==> src/rtl/axis_dac_ramp_gen_if.sv <==
// AXI-Stream link between the ramp generator and the dual interleaved DAC stage.
// Channel A sits in tdata[15:0], channel B in tdata[31:16].
interface axis_dac_ramp_gen_if;
    localparam int unsigned TDATA_W = 32;

    logic [TDATA_W-1:0] tdata;
    logic               tvalid;
    logic               tready;

    modport master (output tdata, output tvalid, input tready);
    modport slave  (input tdata, input tvalid, output tready);
endinterface

==> src/rtl/axis_dac_ramp_gen.sv <==
// Dual-channel sawtooth/triangle generator streaming packed DAC samples over AXIS.
// Configuration is captured on an accepted start; samples advance once per divider period.
module axis_dac_ramp_gen #(
    parameter int unsigned DAC_DATA_WIDTH = 14,
    parameter int unsigned DIV_WIDTH      = 16
) (
    input  logic                      aclk,
    input  logic                      aresetn,
    input  logic                      cfg_start,
    input  logic                      cfg_stop,
    input  logic                      cfg_triangle,
    input  logic [DIV_WIDTH-1:0]      cfg_divider,
    input  logic [DAC_DATA_WIDTH-1:0] cfg_step_a,
    input  logic [DAC_DATA_WIDTH-1:0] cfg_step_b,
    input  logic [DAC_DATA_WIDTH-1:0] cfg_min,
    input  logic [DAC_DATA_WIDTH-1:0] cfg_max,
    output logic                      busy,
    output logic                      overrun,
    output logic                      cfg_error,
    axis_dac_ramp_gen_if.master       m_axis
);
    localparam int unsigned W       = DAC_DATA_WIDTH;
    localparam int unsigned TDATA_W = 32;
    localparam int unsigned LANE_W  = 16;

    typedef enum logic [1:0] {
        S_IDLE  = 2'd0,
        S_RUN   = 2'd1,
        S_DRAIN = 2'd2
    } state_t;

    state_t               state_q, state_d;

    logic [DIV_WIDTH-1:0] cnt_q, cnt_d;
    logic [DIV_WIDTH-1:0] div_q, div_d;
    logic                 triangle_q, triangle_d;
    logic [W-1:0]         step_a_q, step_a_d;
    logic [W-1:0]         step_b_q, step_b_d;
    logic [W-1:0]         min_q, min_d;
    logic [W-1:0]         max_q, max_d;
    logic [W-1:0]         acc_a_q, acc_a_d;
    logic [W-1:0]         acc_b_q, acc_b_d;
    logic                 down_a_q, down_a_d;
    logic                 down_b_q, down_b_d;
    logic                 tvalid_q, tvalid_d;
    logic [TDATA_W-1:0]   tdata_q, tdata_d;
    logic                 overrun_q, overrun_d;
    logic                 cfg_error_q, cfg_error_d;
    logic                 busy_q, busy_d;

    logic                 start_ok_c;
    logic                 start_bad_c;
    logic                 pending_c;
    logic                 handshake_c;
    logic                 tick_c;
    logic [W:0]           next_a_c;
    logic [W:0]           next_b_c;

    // Returns {down_next, value_next}; sums carry one extra bit so they never wrap.
    function automatic logic [W:0] ramp_next(
        input logic [W-1:0] acc,
        input logic [W-1:0] step,
        input logic [W-1:0] lo,
        input logic [W-1:0] hi,
        input logic         triangle,
        input logic         down
    );
        logic [W:0]          sum;
        logic signed [W+1:0] dif;
        logic [W-1:0]        val;
        logic                dn;
        sum = {1'b0, acc} + {1'b0, step};
        dif = $signed({2'b00, acc}) - $signed({2'b00, step});
        val = sum[W-1:0];
        dn  = down;
        if (!triangle) begin
            if (sum > {1'b0, hi}) begin
                val = lo;
            end
        end else if (!down) begin
            if (sum >= {1'b0, hi}) begin
                val = hi;
                dn  = 1'b1;
            end
        end else begin
            if (dif <= $signed({2'b00, lo})) begin
                val = lo;
                dn  = 1'b0;
            end else begin
                val = dif[W-1:0];
            end
        end
        return {dn, val};
    endfunction

    function automatic logic [TDATA_W-1:0] pack_samples(
        input logic [W-1:0] a,
        input logic [W-1:0] b
    );
        logic [TDATA_W-1:0] p;
        p              = '0;
        p[0 +: W]      = a;
        p[LANE_W +: W] = b;
        return p;
    endfunction

    // Event decode shared by next-state and output logic; stop beats start and tick.
    always_comb begin
        start_ok_c  = 1'b0;
        start_bad_c = 1'b0;
        if (state_q == S_IDLE && cfg_start && !cfg_stop) begin
            start_ok_c  = (cfg_min <= cfg_max);
            start_bad_c = (cfg_min > cfg_max);
        end
        pending_c   = tvalid_q && !m_axis.tready;
        handshake_c = tvalid_q && m_axis.tready;
        tick_c      = (state_q == S_RUN) && !cfg_stop && (cnt_q == div_q);
        next_a_c    = ramp_next(acc_a_q, step_a_q, min_q, max_q, triangle_q, down_a_q);
        next_b_c    = ramp_next(acc_b_q, step_b_q, min_q, max_q, triangle_q, down_b_q);
    end

    // State register plus all registered outputs and datapath.
    always_ff @(posedge aclk) begin
        if (!aresetn) begin
            state_q     <= S_IDLE;
            cnt_q       <= '0;
            div_q       <= '0;
            triangle_q  <= 1'b0;
            step_a_q    <= '0;
            step_b_q    <= '0;
            min_q       <= '0;
            max_q       <= '0;
            acc_a_q     <= '0;
            acc_b_q     <= '0;
            down_a_q    <= 1'b0;
            down_b_q    <= 1'b0;
            tvalid_q    <= 1'b0;
            tdata_q     <= '0;
            overrun_q   <= 1'b0;
            cfg_error_q <= 1'b0;
            busy_q      <= 1'b0;
        end else begin
            state_q     <= state_d;
            cnt_q       <= cnt_d;
            div_q       <= div_d;
            triangle_q  <= triangle_d;
            step_a_q    <= step_a_d;
            step_b_q    <= step_b_d;
            min_q       <= min_d;
            max_q       <= max_d;
            acc_a_q     <= acc_a_d;
            acc_b_q     <= acc_b_d;
            down_a_q    <= down_a_d;
            down_b_q    <= down_b_d;
            tvalid_q    <= tvalid_d;
            tdata_q     <= tdata_d;
            overrun_q   <= overrun_d;
            cfg_error_q <= cfg_error_d;
            busy_q      <= busy_d;
        end
    end

    // Next-state logic.
    always_comb begin
        state_d = state_q;
        unique case (state_q)
            S_IDLE: begin
                if (start_ok_c) begin
                    state_d = S_RUN;
                end
            end
            S_RUN: begin
                if (cfg_stop) begin
                    state_d = pending_c ? S_DRAIN : S_IDLE;
                end
            end
            S_DRAIN: begin
                if (handshake_c) begin
                    state_d = S_IDLE;
                end
            end
            default: state_d = S_IDLE;
        endcase
    end

    // Output and datapath next values.
    always_comb begin
        cnt_d       = cnt_q;
        div_d       = div_q;
        triangle_d  = triangle_q;
        step_a_d    = step_a_q;
        step_b_d    = step_b_q;
        min_d       = min_q;
        max_d       = max_q;
        acc_a_d     = acc_a_q;
        acc_b_d     = acc_b_q;
        down_a_d    = down_a_q;
        down_b_d    = down_b_q;
        tvalid_d    = tvalid_q;
        tdata_d     = tdata_q;
        overrun_d   = overrun_q;
        cfg_error_d = cfg_error_q;
        busy_d      = (state_d != S_IDLE);

        if (handshake_c) begin
            tvalid_d = 1'b0;
        end

        if (state_q == S_RUN) begin
            cnt_d = (cnt_q == div_q) ? '0 : cnt_q + DIV_WIDTH'(1);
        end

        if (start_ok_c) begin
            div_d       = cfg_divider;
            triangle_d  = cfg_triangle;
            step_a_d    = cfg_step_a;
            step_b_d    = cfg_step_b;
            min_d       = cfg_min;
            max_d       = cfg_max;
            acc_a_d     = cfg_min;
            acc_b_d     = cfg_min;
            down_a_d    = 1'b0;
            down_b_d    = 1'b0;
            cnt_d       = '0;
            tvalid_d    = 1'b1;
            tdata_d     = pack_samples(cfg_min, cfg_min);
            overrun_d   = 1'b0;
            cfg_error_d = 1'b0;
        end

        if (start_bad_c) begin
            cfg_error_d = 1'b1;
        end

        // A tick with the previous beat still stalled is dropped, never queued.
        if (tick_c && !pending_c) begin
            acc_a_d  = next_a_c[W-1:0];
            down_a_d = next_a_c[W];
            acc_b_d  = next_b_c[W-1:0];
            down_b_d = next_b_c[W];
            tvalid_d = 1'b1;
            tdata_d  = pack_samples(next_a_c[W-1:0], next_b_c[W-1:0]);
        end else if (tick_c) begin
            overrun_d = 1'b1;
        end
    end

    assign busy          = busy_q;
    assign overrun       = overrun_q;
    assign cfg_error     = cfg_error_q;
    assign m_axis.tdata  = tdata_q;
    assign m_axis.tvalid = tvalid_q;
endmodule
==> src/flat_wrapper.sv <==
// flat-port wrapper written by rule: the top's interface ports become plain ports
module axis_dac_ramp_gen_flat 
#(
    parameter int unsigned DAC_DATA_WIDTH = 14,
    parameter int unsigned DIV_WIDTH      = 16
)
  (aclk, aresetn, cfg_start, cfg_stop, cfg_triangle, cfg_divider, cfg_step_a, cfg_step_b, cfg_min, cfg_max, busy, overrun, cfg_error, m_axis_tdata, m_axis_tvalid, m_axis_tready);
  axis_dac_ramp_gen_if m_axis_i ();
  input  logic aclk;
  input  logic aresetn;
  input  logic cfg_start;
  input  logic cfg_stop;
  input  logic cfg_triangle;
  input  logic [DIV_WIDTH-1:0] cfg_divider;
  input  logic [DAC_DATA_WIDTH-1:0] cfg_step_a;
  input  logic [DAC_DATA_WIDTH-1:0] cfg_step_b;
  input  logic [DAC_DATA_WIDTH-1:0] cfg_min;
  input  logic [DAC_DATA_WIDTH-1:0] cfg_max;
  output logic busy;
  output logic overrun;
  output logic cfg_error;
  output wire logic [$bits(m_axis_i.tdata)-1:0] m_axis_tdata;
  output wire logic [$bits(m_axis_i.tvalid)-1:0] m_axis_tvalid;
  input wire logic [$bits(m_axis_i.tready)-1:0] m_axis_tready;
  assign m_axis_tdata = m_axis_i.tdata;
  assign m_axis_tvalid = m_axis_i.tvalid;
  assign m_axis_i.tready = m_axis_tready;
  axis_dac_ramp_gen #(.DAC_DATA_WIDTH(DAC_DATA_WIDTH), .DIV_WIDTH(DIV_WIDTH)) u_core (.aclk(aclk), .aresetn(aresetn), .cfg_start(cfg_start), .cfg_stop(cfg_stop), .cfg_triangle(cfg_triangle), .cfg_divider(cfg_divider), .cfg_step_a(cfg_step_a), .cfg_step_b(cfg_step_b), .cfg_min(cfg_min), .cfg_max(cfg_max), .busy(busy), .overrun(overrun), .cfg_error(cfg_error), .m_axis(m_axis_i));
endmodule
==> config.mk <==
export PLATFORM = sky130hd
export DESIGN_NAME = axis_dac_ramp_gen_flat
export DESIGN_NICKNAME = d
export VERILOG_FILES = /design/src/rtl/axis_dac_ramp_gen_if.sv /design/src/rtl/axis_dac_ramp_gen.sv /design/src/flat_wrapper.sv
export SDC_FILE = /design/constraint.sdc
export NUM_CORES = 1
export LEC_CHECK = 0
export CAP_MARGIN = 15
export CORE_MARGIN = 3
export CORE_UTILIZATION = 58
export DETAILED_ROUTE_END_ITERATION = 16
export GPL_TIMING_DRIVEN = 0
export PLACE_DENSITY = 0.93
export SYNTH_ARGS = -nofsm -noshare
export SYNTH_HDL_FRONTEND = slang
export SYNTH_SLANG_ARGS = --single-unit
==> constraint.sdc <==
create_clock -name aclk -period 4.87 [get_ports aclk]
set_clock_uncertainty 0.2 [all_clocks]
set_input_delay 0.974 -clock aclk [delete_from_list [all_inputs] [get_ports aclk]]
set_output_delay 0.974 -clock aclk [all_outputs]
set_load 0.005 [all_outputs]
==> Yosys cells after proc, flatten, opt, wreduce, memory -nomap -nowiden <==
Cells that the tools add are included.
{ "totals": {"output_inout_bits": 36, "word_cells": 93, "in_bits": 78, "regBits": 153} }
{ "classes": {"add_sub_neg": 5, "n_reduce_logical": 17, "magnitude_cmp": 8, "muxes": 41, "eq_ne": 4, "bitwise_logic": 1} }
{ "ops": {"columns": ["operator", "count"], "rows": [
  ["14-bit 2-to-1 mux", 13],
  ["30-bit 2-to-1 mux", 2],
  ["16-bit by 15-bit less-or-equal comparator with 1-bit output", 2],
  ["14-bit by 14-bit adder with 15-bit output", 2],
  ["15-bit by 14-bit greater-or-equal comparator with 1-bit output", 2],
  ["15-bit by 14-bit > comparator with 1-bit output", 2],
  ["14-bit by 14-bit subtractor with 15-bit output", 2],
  ["1-bit 2-to-1 mux", 20],
  ["16-bit by 1-bit adder with 16-bit output (second input constant)", 1],
  ["16-bit equality test", 1],
  ["16-bit 2-to-1 mux", 1],
  ["14-bit > comparator", 1],
  ["14-bit less-or-equal comparator", 1],
  ["2-bit 2-to-1 mux", 4],
  ["1-bit logical AND", 7],
  ["2-bit one-hot mux with 3 select lines", 1],
  ["2-bit nonzero test", 3],
  ["1-bit logical NOT", 3],
  ["3-bit nonzero test", 1],
  ["2-bit by 1-bit equality test with 1-bit output (second input constant)", 1],
  ["2-bit equality test (second input constant)", 1],
  ["2-bit logical NOT", 1],
  ["2-bit by 1-bit inequality test with 1-bit output (second input constant)", 1],
  ["2-bit AND reduction", 1],
  ["other kinds (2)", 2]
]} }

==> Longest topological paths before layout <==
{ "depth": {"depth_word": 7, "depth_mapped": 21, "depth_no_buf": 20} }

==> Worst setup path before layout <==
Ideal clock, no wire load.
{ "synth_timing": {"kind": "register to register", "from": "register u_core.step_a_q[8]", "to": "register u_core.tdata_q[13], in the netlist u_core.m_axis.tdata[13]", "t_arrival_ns": 4.064, "path_stages_with_launch": 18, "n_path_buf": 1, "path_slack_ns": 0.485, "setup_time_ns": 0.121, "synth_period_minus_slack_ns": 4.385, "t_required_ns": 4.549, "path_cell_list": "dfxtp_1 > inv_1 > ha_1 > buf_2 > inv_1 > a21o_1 > a21o_1 > a221oi_1 > o21a_1 > nand3_1 > ha_1 > nand4_1 > or4_1 > a211o_1 > nor2_1 > nor2_1 > a211oi_1 > o2bb2ai_1"} }
{ "synth_via": {"elab_chain_cells": 6, "word_cells_on_any_way": 11, "cone_classes": "2 x add/sub; 3 x order compare; 6 x mux"} }
{ "synth_lines": {"columns": ["item", "line", "rtl"], "rows": [
  ["from (decl)", "axis_dac_ramp_gen.sv:37", "logic [W-1:0] step_a_q, step_a_d;"],
  ["from (signal assigned)", "axis_dac_ramp_gen.sv:147", "step_a_q <= step_a_d;"],
  ["14-bit by 14-bit subtractor with 15-bit output / 14-bit by 14-bit adder with 15-bit output (equally long branches)", "axis_dac_ramp_gen.sv:73, axis_dac_ramp_gen.sv:72", null],
  ["16-bit by 15-bit less-or-equal comparator with 1-bit output / 15-bit by 14-bit greater-or-equal comparator with 1-bit output (equally long branches)", "axis_dac_ramp_gen.sv:86, axis_dac_ramp_gen.sv:81", null],
  ["14-bit 2-to-1 mux (on tied branches)", "axis_dac_ramp_gen.sv:86, axis_dac_ramp_gen.sv:81", null],
  ["14-bit 2-to-1 mux", "axis_dac_ramp_gen.sv:80", "end else if (!down) begin"],
  ["14-bit 2-to-1 mux (*)", "axis_dac_ramp_gen.sv:76", "if (!triangle) begin"],
  ["30-bit 2-to-1 mux (*)", "axis_dac_ramp_gen.sv:236", "if (tick_c && !pending_c) begin"],
  ["to (signal assigned)", "axis_dac_ramp_gen.sv:156", "tdata_q <= tdata_d;"],
  ["to (decl)", "axis_dac_ramp_gen.sv:46", "logic [TDATA_W-1:0] tdata_q, tdata_d;"]
]} }
Every way passes the cells marked *; elsewhere a longest branch is shown, timed or not.
A chain may end at the register's enable or synchronous reset.

==> run summary <==
Yosys top cell area share: 0.239
Drt total wl: 35,900 um
Final Cycle Share: 0.979
Max Fclk: 210 MHz
TritonCTS clock tree: done
Post-route insts no fill: 1,763
Post-synth EDFFs: 0
Post-synth top flop: dfxtp_1
Vias in the first global route: 10.3k
Max_cap viols: 0
Number of port buffers: 109
Final setup violation count: 0
Hold Path Stages: 2
Worst-case clock buffer depth: 2
Ys async rst share: 0
Vias per inst: 6.33
Synth warnings: 0
Die area: 0.0197 mm2
Placer Congestion: 1.01
Largest net degree at the start of global routing: 17
WHS Endpoint: u_core.div_q[0]$_SDFFE_PN0P_
Largest area contributor in the netlist: dfxtp_1
Grt ovf: 0
Die width: 140 um
Initial antenna violation count: 0
Met1 Use GR: 0.463
CTS H-Tree Depth: 4
Syn Area/Cell: 7.64 um2
End of the worst register-to-register path: u_core.m_axis.tdata[6]$_SDFFE_PN0P_
Top Ports: 114
DR iter-0 viols: 1,316
Reg-to-reg critical path startpoint: u_core.m_axis.tdata[0]$_SDFFE_PN0P_
Cells after Synth: 1,373
Router iterations before antenna repair: 7
Root buf cell: clkbuf_16
Setup crit start kind: flip-flop
DP Wirelength: 27,100 um
Diode count: 0
Worst path arrival time: 4.92 ns
Layout overhead on the synthesized area: 22.2%
Sequential area share after synthesis: 0.239
Leakage: 0.00516 uW
Final ANT Viol Nets: 0
Top cells by area, synth: dfxtp_1, ha_1, a21oi_1, nand2_1, nor2_1
Cell Area, Synth: 0.0105 mm2
Inst Count DP: 1,710
Final Hold Viols: 0
Fin nets: 1,734
WS Path Type: reg -> reg
Core Box Area: 0.0175 mm2
Status: completed
WL per Instance: 20.4 um
Vias: 11.2k
Pwr dens: 365 mW/mm2
CP max FO: 6
Hold crit path type: reg -> reg
Relative slew slack: 0.371
Yosys cell types: 80
WP data required: 5.02 ns
Num rows: 48
Total track usage: 0.346
Pre-CTS setup slack: -0.474 ns
Final Critical Period: 4.77 ns
Starting Density: 0.600
Cells on worst reg2reg path: 15
Top-count cell post-synth: nand2_1
Reg-to-reg slack, setup: 0.10 ns
Clock buffer count from CTS: 17
Peak VDD IR: 0.265 mV
Crit. End Element: flip-flop
Setup WS post-layout: 0.101 ns
First-pass GRT wire length: 54,300 um
Max Slew Vio Count: 0
Yosys reg bits: 125
Layout cells sized above 1: 0.0982
Post-synth top cells: nand2_1, a21oi_1, ha_1
M3 GR Usage: 0.0621
Post-route DRC: 0
Reg clk slew, reported paths: 0.07 ns
Layout filler cell count: 1,326
Die H: 140 um
Clk_lat worst skew: 0.43 ns
M2 GR Usage: 0.547
Gr busiest metal: met2
CTS sink cnt: 125
Worst-margin pin slew: 0.943 ns
Min-delay src: u_core.div_q[0]$_SDFFE_PN0P_
through the flow:
step / power, uW / hold slack [ns] / TNS [ns] / cell area, um2 / util
after floorplan: 2500 / 0.236 / 0 / 10500 / -
after global placement: 2980 / 0.257 / -10.71 / 11900 / 0.679
after detailed placement: 3030 / 0.262 / -15.68 / 11900 / 0.679
after CTS: 4400 / 0.270 / 0 / 12600 / 0.719
after global routing: 4870 / 0.288 / -0.109 / 12800 / 0.733
final: 4680 / 0.268 / 0 / 12800 / 0.733
power by group:
part	leakage [uW]	total [uW]	internal (uW)	switching, uW
clock	0.000289	1330	733	593
combinational	0.00386	2210	975	1230
sequential	0.00102	1140	1070	67.3
total	0.00516	4680	2780	1890
worst max-delay path by stage:
stage	cells after the start	start	end	slack [ns]
5_1_grt	20	u_core.step_b_q[2]$_SDFFE_PN0P_	u_core.m_axis.tdata[28]$_SDFFE_PN0P_	-0.03
6_report	15	u_core.m_axis.tdata[0]$_SDFFE_PN0P_	u_core.m_axis.tdata[6]$_SDFFE_PN0P_	0.10
3_3_place_gp	20	u_core.step_b_q[1]$_SDFFE_PN0P_	u_core.m_axis.tdata[27]$_SDFFE_PN0P_	-0.42
4_1_cts	22	u_core.step_b_q[1]$_SDFFE_PN0P_	u_core.m_axis.tdata[19]$_SDFFE_PN0P_	0.005
3_5_place_dp	20	u_core.step_b_q[1]$_SDFFE_PN0P_	u_core.m_axis.tdata[27]$_SDFFE_PN0P_	-0.47
2_1_floorplan	17	u_core.step_a_q[8]$_SDFFE_PN0P_	u_core.m_axis.tdata[13]$_SDFFE_PN0P_	0.49
registers in the layout, indices dropped and copies added, names as in the netlist:
signal,flops
u_core.step_b_q,14
u_core.m_axis.tvalid,1
u_core.down_b_q,1
u_core.min_q,14
u_core.max_q,14
u_core.busy,1
u_core.overrun,1
u_core.down_a_q,1
u_core.state_q,2
u_core.div_q,16
u_core.step_a_q,14
u_core.m_axis.tdata,28
u_core.cfg_error,1
u_core.cnt_q,16
u_core.triangle_q,1
what timing repair did:
| action | 4_1_cts | 5_1_grt |
|---|---|---|
| pin swaps | 3 | 14 |
| resized for setup | 13 | 37 |
| setup endpoints to repair | 27 | 54 |
| hold buffers | 0 | 0 |
| buffers inserted | 5 | 17 |
critical path: stages, from the launching register on:
cell      delay [ns]
dfxtp_1         0.35
ha_1            0.24
fa_1            0.42
nor2b_4         0.16
o311ai_4        0.27
a211oi_1        0.16
a221o_1         0.39
xnor2_1         0.19
ha_1            0.31
nand4_1         0.17
or4_1           0.59
a211o_2         0.43
nor3_4          0.36
buf_4           0.19
a22oi_1         0.06
a31oi_1         0.20
metal layers:
metal	wire length [um]	vias up	part of all wire
li1	-	5133	-
met1	14400	5166	0.40
met2	16100	704	0.45
met3	3590	155	0.10
met4	1810	0	0.050
met5	0	-	0
cell usage in the layout, fill, tap and decap left out, types with 31 or more instances in the layout:
cell type / count
o21ai_0: 67
clkdlybuf4s50_1: 109
nor2_1: 119
nand2_1: 188
xnor2_1: 39
dfxtp_1: 120
xor2_1: 31
ha_1: 127
clkbuf_1: 40
a21oi_1: 144
inv_1: 107
final cells by class:
type,instances,area [um2],area share
multi-input cells,1072,7420,0.579
flip-flops and latches,125,2510,0.196
repair buffers,131,1270,0.0990
clock buffers,17,425,0.0332
inverters,107,402,0.0313
plain buffers,71,342,0.0267
well taps,225,282,0.0220
clock inverters,15,169,0.0132
cell families (layout without fill, tap and decap cells):
kind of cell,Yosys count,after routing,synth area share
simple gates,432,432,0.186
buf+inv,179,341,0.0703
flops,125,125,0.239
mux,38,38,0.0376
fa+ha+maj,131,131,0.159
compound gates,396,396,0.248
xor+xnor,71,71,0.0593
other cells,1,4,0.000358
(Power assumes the default switching activity.)
